## config.mk

```make
export PLATFORM = sky130hd
export DESIGN_NAME = bootrom_arbiter_flat
export DESIGN_NICKNAME = d
export VERILOG_FILES = /design/src/rtl/aq32_bus_pkg.sv /design/src/rtl/bootrom_arbiter_if.sv /design/src/rtl/bootrom_addr_check.sv /design/src/rtl/bootrom_arbiter.sv /design/src/flat_wrapper.sv
export SDC_FILE = /design/constraint.sdc
export NUM_CORES = 1
export LEC_CHECK = 0
export ABC_AREA = 1
export BUFFER_PORTS_ARGS = -buffer_cell sky130_fd_sc_hd__buf_2
export CORE_MARGIN = 3
export CORE_UTILIZATION = 45
export CTS_BUF_LIST = sky130_fd_sc_hd__clkbuf_4
export CTS_CLUSTER_SIZE = 24
export DETAILED_ROUTE_END_ITERATION = 8
export PLACE_DENSITY = 0.79
export SKIP_CTS_REPAIR_TIMING = 1
export SYNTH_ARGS = -nofsm -noshare
export SYNTH_HDL_FRONTEND = slang
export SYNTH_SLANG_ARGS = --single-unit
```

## constraint.sdc

```tcl
create_clock -name clk -period 1.7 [get_ports clk]
set_clock_uncertainty 0.15 [all_clocks]
set_input_delay 0.34 -clock clk [delete_from_list [all_inputs] [get_ports clk]]
set_output_delay 0.34 -clock clk [all_outputs]
set_load 0.005 [all_outputs]
```

## src/rtl/aq32_bus_pkg.sv

```systemverilog
// rtl/aq32_bus_pkg.sv - shared bus types for the aq32 boot ROM path
package aq32_bus_pkg;

  typedef enum logic {
    REQ_IBUS = 1'b0,
    REQ_DBUS = 1'b1
  } req_id_e;

  typedef struct packed {
    logic    valid;
    req_id_e id;
    logic    err;
  } rom_tag_t;

  localparam int ROM_DEPTH_LOG2 = 9;

endpackage

```

## src/rtl/bootrom_arbiter_if.sv

```systemverilog
// rtl/bootrom_arbiter_if.sv - one requester's read bus into the boot ROM arbiter
interface bootrom_arbiter_if;
  logic [31:0] addr;
  logic        req;
  logic        ack;
  logic        rdvalid;
  logic [31:0] rddata;
  logic        err;

  modport master (output addr, req, input ack, rdvalid, rddata, err);
  modport slave  (input addr, req, output ack, rdvalid, rddata, err);
endinterface

```

## src/rtl/bootrom_addr_check.sv

```systemverilog
// rtl/bootrom_addr_check.sv - byte address to ROM word address and range flag
module bootrom_addr_check #(
  parameter int          ADDR_W    = 9,
  parameter logic [31:0] BASE_ADDR = 32'h0000_0000
) (
  input  logic [31:0]       addr_i,
  output logic [ADDR_W-1:0] word_o,
  output logic              in_range_o
);
  logic        borrow;
  logic [29:0] offset_w;

  // Subtract at word granularity; the borrow keeps it exact for an unaligned base.
  assign borrow     = (addr_i[1:0] < BASE_ADDR[1:0]);
  assign offset_w   = addr_i[31:2] - BASE_ADDR[31:2] - {29'd0, borrow};
  assign word_o     = offset_w[ADDR_W-1:0];
  assign in_range_o = (offset_w[29:ADDR_W] == '0);
endmodule

```

## src/rtl/bootrom_arbiter.sv

```systemverilog
// rtl/bootrom_arbiter.sv - shares the boot ROM between ibus and dbus
// BOOTROM_ARB_RR_EN selects round-robin arbitration instead of fixed ibus priority.
module bootrom_arbiter
  import aq32_bus_pkg::*;
#(
  parameter int          ADDR_W    = ROM_DEPTH_LOG2,
  parameter logic [31:0] BASE_ADDR = 32'h0000_0000
) (
  input  logic               clk,
  input  logic               rst_n,
  bootrom_arbiter_if.slave   ibus,
  bootrom_arbiter_if.slave   dbus,
  output logic [ADDR_W-1:0]  rom_addr,
  input  logic [31:0]        rom_rddata
);
  logic [ADDR_W-1:0] i_word, d_word;
  logic              i_in_range, d_in_range;
  logic              grant_i, grant_d;
  logic [ADDR_W-1:0] rom_addr_q, rom_addr_d;
  rom_tag_t          tag_q, tag_d;
  logic [31:0]       i_data_q, i_data_d, d_data_q, d_data_d;
  logic              i_pulse, d_pulse;
  logic [31:0]       ret_data;

  bootrom_addr_check #(.ADDR_W(ADDR_W), .BASE_ADDR(BASE_ADDR)) u_ichk (
    .addr_i(ibus.addr), .word_o(i_word), .in_range_o(i_in_range)
  );
  bootrom_addr_check #(.ADDR_W(ADDR_W), .BASE_ADDR(BASE_ADDR)) u_dchk (
    .addr_i(dbus.addr), .word_o(d_word), .in_range_o(d_in_range)
  );

`ifdef BOOTROM_ARB_RR_EN
  req_id_e ptr_q, ptr_d;

  always_comb begin
    grant_i = rst_n & ibus.req & (~dbus.req | (ptr_q == REQ_IBUS));
    grant_d = rst_n & dbus.req & (~ibus.req | (ptr_q == REQ_DBUS));
    ptr_d   = ptr_q;
    if (rst_n && ibus.req && dbus.req)
      ptr_d = (ptr_q == REQ_IBUS) ? REQ_DBUS : REQ_IBUS;
  end

  always_ff @(posedge clk) begin
    if (!rst_n) ptr_q <= REQ_IBUS;
    else        ptr_q <= ptr_d;
  end
`else
  always_comb begin
    grant_i = rst_n & ibus.req;
    grant_d = rst_n & dbus.req & ~ibus.req;
  end
`endif

  always_comb begin
    tag_d       = '0;
    tag_d.valid = grant_i | grant_d;
    tag_d.id    = grant_d ? REQ_DBUS : REQ_IBUS;
    tag_d.err   = grant_d ? ~d_in_range : (grant_i & ~i_in_range);
    rom_addr_d  = grant_d ? d_word : (grant_i ? i_word : rom_addr_q);
  end

  // Return side works off the tag captured at accept; reset masks it immediately.
  always_comb begin
    i_pulse  = rst_n & tag_q.valid & (tag_q.id == REQ_IBUS);
    d_pulse  = rst_n & tag_q.valid & (tag_q.id == REQ_DBUS);
    ret_data = tag_q.err ? 32'd0 : rom_rddata;
    i_data_d = i_pulse ? ret_data : i_data_q;
    d_data_d = d_pulse ? ret_data : d_data_q;
  end

  always_ff @(posedge clk) begin
    if (!rst_n) begin
      tag_q      <= '0;
      rom_addr_q <= '0;
      i_data_q   <= '0;
      d_data_q   <= '0;
    end else begin
      tag_q      <= tag_d;
      rom_addr_q <= rom_addr_d;
      i_data_q   <= i_data_d;
      d_data_q   <= d_data_d;
    end
  end

  assign rom_addr     = rom_addr_d;
  assign ibus.ack     = grant_i;
  assign dbus.ack     = grant_d;
  assign ibus.rdvalid = i_pulse;
  assign dbus.rdvalid = d_pulse;
  assign ibus.err     = i_pulse & tag_q.err;
  assign dbus.err     = d_pulse & tag_q.err;
  assign ibus.rddata  = i_data_d;
  assign dbus.rddata  = d_data_d;
endmodule

```

## src/flat_wrapper.sv

```systemverilog
// flat-port wrapper written by rule: the top's interface ports become plain ports
module bootrom_arbiter_flat import aq32_bus_pkg::*;
#(
  parameter int          ADDR_W    = ROM_DEPTH_LOG2,
  parameter logic [31:0] BASE_ADDR = 32'h0000_0000
)
  (clk, rst_n, rom_addr, rom_rddata, ibus_addr, ibus_req, ibus_ack, ibus_rdvalid, ibus_rddata, ibus_err, dbus_addr, dbus_req, dbus_ack, dbus_rdvalid, dbus_rddata, dbus_err);
  bootrom_arbiter_if ibus_i ();
  bootrom_arbiter_if dbus_i ();
  input  logic clk;
  input  logic rst_n;
  output logic [ADDR_W-1:0] rom_addr;
  input  logic [31:0] rom_rddata;
  input wire logic [$bits(ibus_i.addr)-1:0] ibus_addr;
  input wire logic [$bits(ibus_i.req)-1:0] ibus_req;
  output wire logic [$bits(ibus_i.ack)-1:0] ibus_ack;
  output wire logic [$bits(ibus_i.rdvalid)-1:0] ibus_rdvalid;
  output wire logic [$bits(ibus_i.rddata)-1:0] ibus_rddata;
  output wire logic [$bits(ibus_i.err)-1:0] ibus_err;
  input wire logic [$bits(dbus_i.addr)-1:0] dbus_addr;
  input wire logic [$bits(dbus_i.req)-1:0] dbus_req;
  output wire logic [$bits(dbus_i.ack)-1:0] dbus_ack;
  output wire logic [$bits(dbus_i.rdvalid)-1:0] dbus_rdvalid;
  output wire logic [$bits(dbus_i.rddata)-1:0] dbus_rddata;
  output wire logic [$bits(dbus_i.err)-1:0] dbus_err;
  assign ibus_i.addr = ibus_addr;
  assign ibus_i.req = ibus_req;
  assign ibus_ack = ibus_i.ack;
  assign ibus_rdvalid = ibus_i.rdvalid;
  assign ibus_rddata = ibus_i.rddata;
  assign ibus_err = ibus_i.err;
  assign dbus_i.addr = dbus_addr;
  assign dbus_i.req = dbus_req;
  assign dbus_ack = dbus_i.ack;
  assign dbus_rdvalid = dbus_i.rdvalid;
  assign dbus_rddata = dbus_i.rddata;
  assign dbus_err = dbus_i.err;
  bootrom_arbiter #(.ADDR_W(ADDR_W), .BASE_ADDR(BASE_ADDR)) u_core (.clk(clk), .rst_n(rst_n), .ibus(ibus_i), .dbus(dbus_i), .rom_addr(rom_addr), .rom_rddata(rom_rddata));
endmodule
```

## Yosys cells after proc, flatten, opt, wreduce, memory -nomap -nowiden

Cells that the tools add are included.

| storage, ports and cells | value |
|---|---|
| word-level logic and storage cells | 33 |
| output and inout bits | 79 |
| register bits after elaboration | 76 |
| input bits | 100 |

| operators by class | value |
|---|---|
| magnitude comparators | 2 |
| $add $sub $neg | 2 |
| reduce and logical (&&, ||, !) cells | 2 |
| bitwise operators | 14 |
| multiplexer cells | 7 |

Operator list:

| operator | count |
|---|---|
| $mux W32 | 3 |
| $sub A30 B1 Y30 | 2 |
| $logic_not A21 Y1 | 2 |
| $mux W9 | 2 |
| $and A1 B1 Y1 | 9 |
| $lt A2 B1 Y1 const B | 2 |
| $not A1 Y1 | 4 |
| $mux W1 | 2 |
| $or A1 B1 Y1 | 1 |

## Longest topological paths before layout

| depth | value |
|---|---|
| depth after elaboration | 6 |
| mapped depth | 7 |

## By module

From an unflattened synthesis, not the netlist that was laid out.

| unflattened totals | value |
|---|---|
| cell total of the unflattened synthesis | 561 |
| area total of the unflattened synthesis | 3687.3 µm² |

Modules (own cells, without submodules):

| module | cells an instance | sequential area each (µm²) | times used | area each (µm²) |
|---|---|---|---|---|
| bootrom_arbiter | 503 | 1521.5 | 1 | 3394.5 |
| bootrom_addr_check | 29 | 0.0 | 2 | 146.4 |

## Worst setup path before layout

No wires, ideal clock.

| timing path | value |
|---|---|
| kind | input-to-output |
| start | in rst_n |
| end | out rom_addr[5] |
| buffers on the path | 2 |
| required time | 1210 ps |
| arrival | 1051 ps |
| stages on the path | 6 |
| slack | 159 ps |
| cell sequence | buf_4 > nand2_2 > buf_4 > nor2_1 > a31oi_1 > nand2_1 |

| on the way | value |
|---|---|
| longest elaborated chain between the ends | 3 |
| elaborated cells on any way between the ends | 5 |
| those cells by class | mux: 2; bitwise: 3 |

Ends and longest elaborated chain:

| element | line | source |
|---|---|---|
| start, declared | flat_wrapper.sv:11 | `input logic rst_n;` |
| $and A1 B1 Y1, on equally long branches | bootrom_arbiter.sv:49, bootrom_arbiter.sv:50 |  |
| $mux W9 / $and A1 B1 Y1 (equally long branches) | bootrom_arbiter.sv:59, bootrom_arbiter.sv:50 |  |
| $mux W9 * | bootrom_arbiter.sv:59 | `rom_addr_d = grant_d ? d_word : (grant_i ? i_word : rom_addr_q);` |
| end, declared | flat_wrapper.sv:12 | `output logic [ADDR_W-1:0] rom_addr;` |

Mark *: on every way between the ends. The rest lies on a longest branch, timed or not.

## Worst setup path after layout

| timing path | value |
|---|---|
| start | reg u_core.tag_q[2] (netlist name) |
| end | out ibus_rddata[9] |

| on the way | value |
|---|---|
| longest elaborated chain between the ends | 3 |

Ends and longest elaborated chain:

| element | line | source |
|---|---|---|
| start, declared | bootrom_arbiter.sv:20 | `rom_tag_t tag_q, tag_d;` |
| start signal, assigned | bootrom_arbiter.sv:78 | `tag_q <= tag_d;` |
| $and A1 B1 Y1 (2 in a row) | bootrom_arbiter.sv:64 | `i_pulse = rst_n & tag_q.valid & (tag_q.id == REQ_IBUS);` |
| $mux W32 | bootrom_arbiter.sv:67 | `i_data_d = i_pulse ? ret_data : i_data_q;` |
| end, declared | flat_wrapper.sv:18 | `output wire logic [$bits(ibus_i.rddata)-1:0] ibus_rddata;` |

No other way between the ends.

==> results.md <==
Setup path:
- The number of buffers and inverters on the critical path is 2.
- Setup slack on the worst reg-to-reg path comes out at 0.41 ns.
- For the worst setup path, the data required time is 1.21 ns.
- The stage delay of the slowest cell on the critical path is 0.36 ns.
- The data arrival time of the worst path is 1.54 ns.
- The slowest stage of the critical path belongs to the cell dfxtp_2.
- The kind of end point of the critical path is a primary output.
- In this design, the critical path's most frequently occurring cell is nand2_1.
- The critical path is of the reg2out type.
- Traced cell by cell, the critical path runs through nand2_2 > nor2_4 > buf_12 > nand2_1 > nand2_1 > buf_2.
- The worst-path maximum fanout is 25.
- The worst setup path is launched from a flop.
- Grouping stages by cell kind, the critical path spends the most delay in simple AND/OR/NAND/NOR gates.

Global routing:
- The leftover overflow at the end of global routing is 0.
- For this run, the total global-route usage over all layers was measured as 22.9%.
- The global-route wire length before repair is 16,200 um.
- Entering global routing, the biggest net connects 34 pins.
- The number of antenna violations at the first check in global routing is 0.
- The number of global-route vias before repair is 3,776.

Clock tree:
- The sink count of the clock tree is 76.
- TritonCTS built the clock tree.
- Clock tree synthesis selected as its root buffer the cell clkbuf_4.
- The depth of the CTS H-tree is 3.
- The maximum clock path buffer count is 2.
- TritonCTS created 9 clock buffers.
- The clock reaches the later pin of the worst-skew pair after 0.41 ns.
- The clock slew seen by the registers of the worst setup and hold paths is 0.10 ns.

Route:
- The mean routed wirelength per cell is 12.4 um.
- Summing over every cut layer, the via total after detailed routing is 4,018.
- The detailed-route wire length is 10,400 um.
- Once detail routing completed, the nets flagged for antenna violations numbered 0.
- The number of detailed-route iterations in the first pass is 5.
- The via density per instance is 4.78.
- The first routing iteration left 126 violations.
- The DRC violation count after routing is 0.

Yosys:
- The cell area after synthesis is 3570 um^2.
- After synthesis the netlist holds a flip-flop and latch count of 76.
- The total nets after synthesis is 635.
- The gate count after technology mapping is 535.
- The number of warnings reported in the yosys synthesis log is 0.
- The distinct cell type count after synthesis is 23.
- The part of the Yosys area used for sequential elements is 42.7%.
- Dividing the synthesized area by the synthesized cell count gives 6.67 um^2.

Timing:
- The worst path setup slack after routing is -0.325 ns.
- The total count of max-transition violations in the final report is 0.
- Setup repair after global routing could not meet its margin everywhere.
- The number of failing hold endpoints at the final stage is 0.
- The fmax is 494 MHz.
- The worst slack on hold paths is 0.0402 ns.
- The routed design could run at a clock period as short as 2.03 ns.
- The fraction of the cycle the final worst path needs is 119%.
- The final-report setup violation count is 69.
- The measured slew at the worst slew-check pin is 0.286 ns.
- The worst pin sits at a relative slew slack of 80.9%.

Pwr:
- In this run the static leakage power is 2.90 nW.
- The completed layout was analyzed and its total power is 3.59 mW.
- The peak ir drop on the vdd network is 0.552 mV.
- The power density relative to cell area is 703 nW/um^2.

Run:
- The max-capacitance violation count is 0.

Final layout:
- The net count reported at finish is 837.
- Once layout is complete, the cells apart from fillers number 841.
- The post-route standard cell area excluding fillers is 5110 um^2.
- Relative to the synthesized area, the layout overhead comes to 43.2%.
- The library cells used most frequently in the layout, excluding fill and tap cells, are nand2_1, buf_2, dfxtp_1.
- The number of antenna diodes in the final layout is 0.
- Cells fill 68.3% of the core in the end.
- The leading cell type in the layout, fill and taps excluded is nand2_1.
- The proportion of layout cells with a drive suffix above 1 is 41.2%.

Floorplanning:
- In this run the count of I/O pins placed on the die edge is 179.
- Measured along the x axis, the die boundary spans 95.0 um.
- Row generation in the floorplan step produced 31 rows.
- The placeable core region is 7490 um^2.
- The initial core utilization is 47.7%.
- The vertical die dimension is 95.0 um.
- The floorplan step defined a die boundary enclosing 9030 um^2.

Placed design:
- Once placement finished, the instance area stood at 4820 um^2.
- The port buffer count is 174.
- After detailed placement, the design holds a cell count of 823.
- The total half-perimeter wirelength after legalization and detailed placement is 7660 um.
- The placer's final routability congestion estimate is 0.884.

Hold path:
- The classification of the worst-slack hold path is in2reg.

Status:
- The checks that failed: negative setup slack.
- The run finished, with violations left.
==> report_power, final <==
part           switching (mW)  internal (mW)
clock                   0.618          0.476
combinational           0.353          0.294
sequential             0.0188           1.83
==> cells by family after synthesis <==
family,count (synthesis),synth area share [%]
buf+inv,71,9.08
simple gates,306,34.5
compound gates,82,13.7
flops,76,42.7
==> worst register-to-register path, stage by stage (launching register included) <==
cell	delay, ns
dfxtp_2	0.36
nand2_2	0.06
nor2_4	0.20
buf_12	0.21
nand2_1	0.10
a21oi_1	0.15
==> sequential cells by signal, indices dropped and copies added (netlist names) <==
name and flops:
u_core.d_data_q 32, u_core.i_data_q 32, u_core.tag_q 3, u_core.rom_addr_q 9
==> path summary, 6_finish.rpt <==
check                 startpoint                   end  depth (start not counted)
max              u_core.tag_q[2]        ibus_rddata[9]                          6
min reg2reg  u_core.i_data_q[26]   u_core.i_data_q[26]                          2
max reg2reg      u_core.tag_q[2]    u_core.i_data_q[5]                          5
min                dbus_addr[10]  u_core.rom_addr_q[8]                          3
==> synthesized netlist by cell type, drive strengths merged <==
cell    instances  share of area (%)
a31oi           6                1.1
clkinv          1               0.14
nand3           3               0.56
dfxtp          76                 43
buf            20                3.7
clkbuf          6               0.63
inv            44                4.6
nand2         230                 26
nor2           71                7.8
or2             2               0.35
a21oi          73                 12
o21ai           3               0.42
==> area by class of cell <==
class	count	area [um^2]
inverters	45	178
clock buffers	11	82.6
clock inverters	5	52.6
fillers	652	2380
repair buffers	217	1340
flip-flops and latches	76	1530
multi-input cells	388	1810
well taps	99	124
==> per-stage QoR <==
stage / setup TNS [ns] / setup slack [ns]
2_1_floorplan: 0 / 0.159
3_3_place_gp: -7.91 / -0.202
3_5_place_dp: -9.14 / -0.216
4_1_cts: -28.34 / -0.518
5_1_grt: -25.55 / -0.424
6_report: -17.82 / -0.325
==> routing by layer <==
metal / up-vias / GRT usage (%) / wire [um]
met2: 132 / 41.3 / 5320
met3: 13 / 5.37 / 602
met5: - / 0 / 0
met4: 0 / 7.81 / 147
li1: 2056 / - / -
met1: 1817 / 26.5 / 4320
No activity file was read; power rests on OpenSTA's default activity.
